$ cat config.mk
export PLATFORM = sky130hd
export DESIGN_NAME = booth_multiplier_seq
export DESIGN_NICKNAME = d
export VERILOG_FILES = /design/src/rtl/booth_multiplier_seq.sv
export SDC_FILE = /design/constraint.sdc
export NUM_CORES = 1
export LEC_CHECK = 0
export CORE_ASPECT_RATIO = 1.5
export CORE_MARGIN = 4
export CORE_UTILIZATION = 55
export DETAILED_ROUTE_END_ITERATION = 10
export PLACE_DENSITY = 0.78
export SETUP_SLACK_MARGIN = 0.15
export SKIP_LAST_GASP = 1
export SLEW_MARGIN = 20
export SYNTH_ARGS = -nofsm -noshare
export SYNTH_HDL_FRONTEND = slang
export SYNTH_SLANG_ARGS = --single-unit
$ cat constraint.sdc
create_clock -name clk -period 4.93 [get_ports clk]
set_clock_uncertainty 0.15 [all_clocks]
set_input_delay 0.986 -clock clk [delete_from_list [all_inputs] [get_ports clk]]
set_output_delay 0.986 -clock clk [all_outputs]
set_load 0.02 [all_outputs]
$ cat src/rtl/booth_multiplier_seq.sv
// booth_multiplier_seq
//   Sequential radix-2 Booth multiplier. It performs one Booth step per clock
//   and needs WIDTH+1 steps per product. Each operand is widened by one bit,
//   with sign extension or zero extension chosen by signed_mode. Because of
//   that extra bit, a single recoder gives exact results for both signed and
//   unsigned operands.
//
// Ports
//   clk, reset          : single clock, synchronous active-high reset
//   in_valid / in_ready : operand handshake (in_ready only in IDLE)
//   multiplicand        : operand A, WIDTH bits
//   multiplier          : operand B, WIDTH bits
//   signed_mode         : 1 = two's complement operands, 0 = unsigned
//   out_valid/out_ready : result handshake (out_valid only in DONE)
//   product             : 2*WIDTH-bit result, updated only on entry to DONE
//   busy                : high while iterating (CALC)
module booth_multiplier_seq #(
  parameter int WIDTH = 32,
  parameter int CNT_W = $clog2(WIDTH+2)
) (
  input  logic               clk,
  input  logic               reset,
  input  logic               in_valid,
  output logic               in_ready,
  input  logic [WIDTH-1:0]   multiplicand,
  input  logic [WIDTH-1:0]   multiplier,
  input  logic               signed_mode,
  output logic               out_valid,
  input  logic               out_ready,
  output logic [2*WIDTH-1:0] product,
  output logic               busy
);

  localparam int EW = WIDTH + 1;  // extended operand width
  localparam int AW = WIDTH + 2;  // accumulator: add/sub never overflows

  typedef enum logic [1:0] {IDLE, CALC, DONE} state_e;

  state_e             state_q, state_d;
  logic [AW-1:0]      acc_q, acc_d;
  logic [EW-1:0]      mq_q, mq_d;       // multiplier, shifted right each step
  logic               qm1_q, qm1_d;     // Booth Q(-1)
  logic [EW-1:0]      mcand_q, mcand_d;
  logic [CNT_W-1:0]   cnt_q, cnt_d;
  logic [2*WIDTH-1:0] prod_q, prod_d;

  logic [AW-1:0]      mcand_ext;
  logic [AW-1:0]      acc_sum;
  logic [AW-1:0]      step_acc;
  logic [EW-1:0]      step_q;
  logic               last_step;

  // One Booth step: recode (Q0,Q-1), add/sub into the accumulator, then
  // arithmetic right shift of {acc, Q, Q-1}.
  always_comb begin
    mcand_ext = {mcand_q[EW-1], mcand_q};
    case ({mq_q[0], qm1_q})
      2'b10:   acc_sum = acc_q - mcand_ext;
      2'b01:   acc_sum = acc_q + mcand_ext;
      default: acc_sum = acc_q;
    endcase
    step_acc  = {acc_sum[AW-1], acc_sum[AW-1:1]};
    step_q    = {acc_sum[0], mq_q[EW-1:1]};
    last_step = (cnt_q == CNT_W'(WIDTH));
  end

  always_comb begin
    state_d = state_q;
    acc_d   = acc_q;
    mq_d    = mq_q;
    qm1_d   = qm1_q;
    mcand_d = mcand_q;
    cnt_d   = cnt_q;
    prod_d  = prod_q;
    case (state_q)
      IDLE: begin
        if (in_valid) begin
          mcand_d = {signed_mode & multiplicand[WIDTH-1], multiplicand};
          mq_d    = {signed_mode & multiplier[WIDTH-1], multiplier};
          qm1_d   = 1'b0;
          acc_d   = '0;
          cnt_d   = '0;
          state_d = CALC;
        end
      end
      CALC: begin
        acc_d = step_acc;
        mq_d  = step_q;
        qm1_d = mq_q[0];
        cnt_d = cnt_q + CNT_W'(1);
        if (last_step) begin
          // The low 2*WIDTH bits of the {acc, Q} result are the exact product.
          prod_d  = {step_acc[WIDTH-2:0], step_q};
          state_d = DONE;
        end
      end
      DONE: begin
        if (out_ready) state_d = IDLE;
      end
      default: state_d = IDLE;
    endcase
  end

  always_ff @(posedge clk) begin
    if (reset) begin
      state_q <= IDLE;
      acc_q   <= '0;
      mq_q    <= '0;
      qm1_q   <= 1'b0;
      mcand_q <= '0;
      cnt_q   <= '0;
      prod_q  <= '0;
    end else begin
      state_q <= state_d;
      acc_q   <= acc_d;
      mq_q    <= mq_d;
      qm1_q   <= qm1_d;
      mcand_q <= mcand_d;
      cnt_q   <= cnt_d;
      prod_q  <= prod_d;
    end
  end

  assign in_ready  = (state_q == IDLE);
  assign busy      = (state_q == CALC);
  assign out_valid = (state_q == DONE);
  assign product   = prod_q;

endmodule

==> impl_metrics.json <==
{
  "avgSynthCellArea_um2": 7.53,
  "post-dp-hpwl_mm": 18.0,
  "die_h_um": 165,
  "hp-class": "reg -> reg",
  "finalWirelength_mm": 25.3,
  "cts_hold_buf": 0,
  "ys.flop_type": "dfxtp_1",
  "fill_cells": 1385,
  "min_from": "product[20]$_SDFFE_PP0P_",
  "ys_seq_area_share_pct": 38.1,
  "finalSetupViolCount": 0,
  "die_w_um": 113,
  "drive_gt1_share_pct": 5.13,
  "core-area_mm2": 0.0162,
  "start_util_pct": 55.9,
  "route.vias.total": 8828,
  "worstSetupStartpointType": "register",
  "crit_start": "mcand_q[2]$_SDFFE_PP0P_",
  "route.antenna.remaining_nets": 0,
  "portBuffers": 135,
  "path_class": "reg -> reg",
  "yosys.area.top_type": "dfxtp_1",
  "reg2reg_from": "mcand_q[2]$_SDFFE_PP0P_",
  "hold_viol": 0,
  "rsz0062_at_grt": "no",
  "cp_max_fo": 6,
  "grt_use_met3_pct": 4.56,
  "power.density_mw_per_mm2": 335,
  "grt_pass1_wl_mm": 40.6,
  "yosys-top-cells-area": "dfxtp_1 38%, a21oi_1 10%, nand2_1 9.3%",
  "postCtsSetupRepairBufs": 0,
  "cts.clk_slew.worst_paths_ns": 0.07,
  "layout.nets": 1401,
  "synthAdderAreaFrac_pct": 5.34,
  "htreeDepth": 4,
  "multiInputGateArea_mm2": 0.00527,
  "synth_area_mm2": 0.00904,
  "grt_busiest_layer": "met2",
  "gp_congestion": 1.00,
  "num_antenna_cells": 0,
  "synthSimpleGateAreaFrac_pct": 23.5,
  "cp_slowest_stage_delay_ns": 0.58,
  "grt_pass1_vias": 8368,
  "leakage_nw": 4.16,
  "post-synth-top-count-cell": "nand2_1",
  "cap_viol_max_count": 0,
  "path_cells": "or4_4 > nor3_4 > nand2_1 > nor2_1 > buf_4 > a21oi_1 > xor2_1 > ha_1 > nand2_1 > o21ai_0 > a211oi_1 > a21oi_1 > nand3_1 > a2111o_1 > a21oi_1 > mux2i_1 > nand4_1",
  "status": "finished clean",
  "crit_arrival_ns": 4.57,
  "rows": 57,
  "area_growth_syn_to_layout_pct": 22.8,
  "grt-ovfl-total": 0,
  "cts_num_sinks": 172,
  "grtUsageTotal_pct": 27.1,
  "relSlewSlack_pct": 24.0,
  "avgViaCountPerCell": 5.83,
  "finalSetupTns_ns": 0,
  "synth-xor-area-share_pct": 5.23,
  "cp_slowest_cell": "or4_4",
  "synthDominantCellAreaShare_pct": 38.1,
  "cts_made_buffers": 17,
  "end_kind": "register",
  "ys_top_cells_by_count": "223 x nand2_1, 182 x a21oi_1, 172 x dfxtp_1",
  "die_area_mm2": 0.0186,
  "antenna_found_initial": 0,
  "cts_tree": "yes",
  "syn_nets": 1308,
  "synth_top_family_by_area": "simple AND/OR/NAND/NOR gates",
  "wl_per_cell_um": 16.7,
  "grt_max_degree": 80,
  "met1_usage_pct": 30.0,
  "drtIter0Drc": 515,
  "timing.final.crit_share_pct": 89.4,
  "synth.area.mux_share_pct": 1.13,
  "period_minus_slack_ns": 4.41,
  "yosysUniqueCellTypes": 60,
  "postSynthCellCount": 1201,
  "path_common_cell": "a21oi_1",
  "clk_latency_ns": 0.44,
  "max_freq_ghz": 0.227,
  "fin_ws_ns": 0.523,
  "worst_slew_pin_slew_ns": 1.14,
  "dp_slack_ns": 0.359,
  "ys_warn_count": 0,
  "drt_first_pass_iters": 5,
  "clockBufferDepth": 2,
  "regArea_mm2": 0.00344,
  "cts_root_buf": "clkbuf_16",
  "drv_slew": 0,
  "async_reset_ff_share_pct": 0,
  "num_io_pins": 136,
  "required_ns": 5.09,
  "vdd.ir_drop.worst_uv": 240,
  "ys_ff_latch": 172,
  "gr-usage-met2_pct": 48.3,
  "drc": 0,
  "synth_compound_area_share_pct": 22.7,
  "synth_edf_count": 0
}
[repair_timing]
action / in CTS / in global routing
hold endpoints to repair: 0 / 0
gates resized for setup: 0 / 4
setup endpoints to repair: 0 / 6
[where the power goes]
part | switching [W] | internal, W
Combinational | 0.000503 | 0.000354
Sequential | 0.0000511 | 0.00144
Clock | 0.000645 | 0.000728
Total | 0.00120 | 0.00252
[registers in the layout, summed over array words and instances (netlist names)]
name     cells
acc_q       33
cnt_q        6
mq_q        33
product     64
state_q      2
mcand_q     33
qm1_q        1
[worst max-delay path, delay by kind of cell, from the launching register on]
| kind | cells | cell delay [ns] |
|---|---|---|
| buf+inv | 1 | 0.16 |
| xor+xnor | 1 | 0.17 |
| simple gates | 7 | 1.36 |
| compound gates | 6 | 1.46 |
| mux | 1 | 0.23 |
| flops | 1 | 0.37 |
| fa+ha+maj | 1 | 0.37 |
[cells by family after synthesis]
group / count (synthesis)
buf+inv: 97
simple gates: 476
mux: 10
compound gates: 354
flops: 172
xor+xnor: 54
fa+ha+maj: 38
[through the flow]
stage / std cells / hold slack (ns) / area [um^2] / total power (W) / utilization, %
after CTS: 1513 / 0.305 / 11100 / 0.00372 / 68.5
after detailed placement: 1481 / 0.296 / 10500 / 0.00236 / 64.8
final: 1513 / 0.305 / 11100 / 0.00372 / 68.6
after global routing: 1513 / 0.331 / 11100 / 0.00390 / 68.6
after floorplan: 1201 / 0.279 / 9040 / 0.00213 / -
after global placement: 1481 / 0.293 / 10500 / 0.00236 / 64.8
[cell type report]
| cell class | instances | area share [%] |
|---|---|---|
| inverter | 23 | 0.777 |
| clock buffer | 18 | 3.86 |
| timing repair buffer | 148 | 13.0 |
| multi-input combinational | 932 | 47.4 |
| clock inverter | 14 | 1.57 |
| tap | 206 | 2.32 |
| sequential | 172 | 31.0 |
[placed cells by master, fill, tap and decap left out, types with 13 or more instances in the layout]
master | netlist | final
nand2_1 | 223 | 221
a21oi_1 | 182 | 182
dfxtp_1 | 172 | 172
clkdlybuf4s50_1 | 0 | 134
nor2_1 | 115 | 114
o21ai_0 | 59 | 59
xor2_1 | 38 | 38
ha_1 | 37 | 37
nand3_1 | 36 | 36
nor3_1 | 35 | 35
inv_1 | 22 | 22
a31oi_1 | 22 | 21
a22oi_1 | 20 | 20
clkbuf_16 | 0 | 17
xnor2_1 | 16 | 16
buf_4 | 0 | 14
a211oi_1 | 13 | 13
[final timing paths]
check                             end  slack [ns]  depth (start not counted)
min reg2reg  product[20]$_SDFFE_PP0P_        0.30                          2
max reg2reg    acc_q[32]$_SDFFE_PP0P_        0.52                         17
min          product[20]$_SDFFE_PP0P_        0.30                          2
max            acc_q[32]$_SDFFE_PP0P_        0.52                         17
[metal layers]
metal,vias to the layer above,part of all wire (%)
met5,-,0
met4,0,5.9
met3,91,4.2
met2,253,52
met1,4108,38
li1,4376,-
Note: power is estimated with default switching activity, not from simulation.
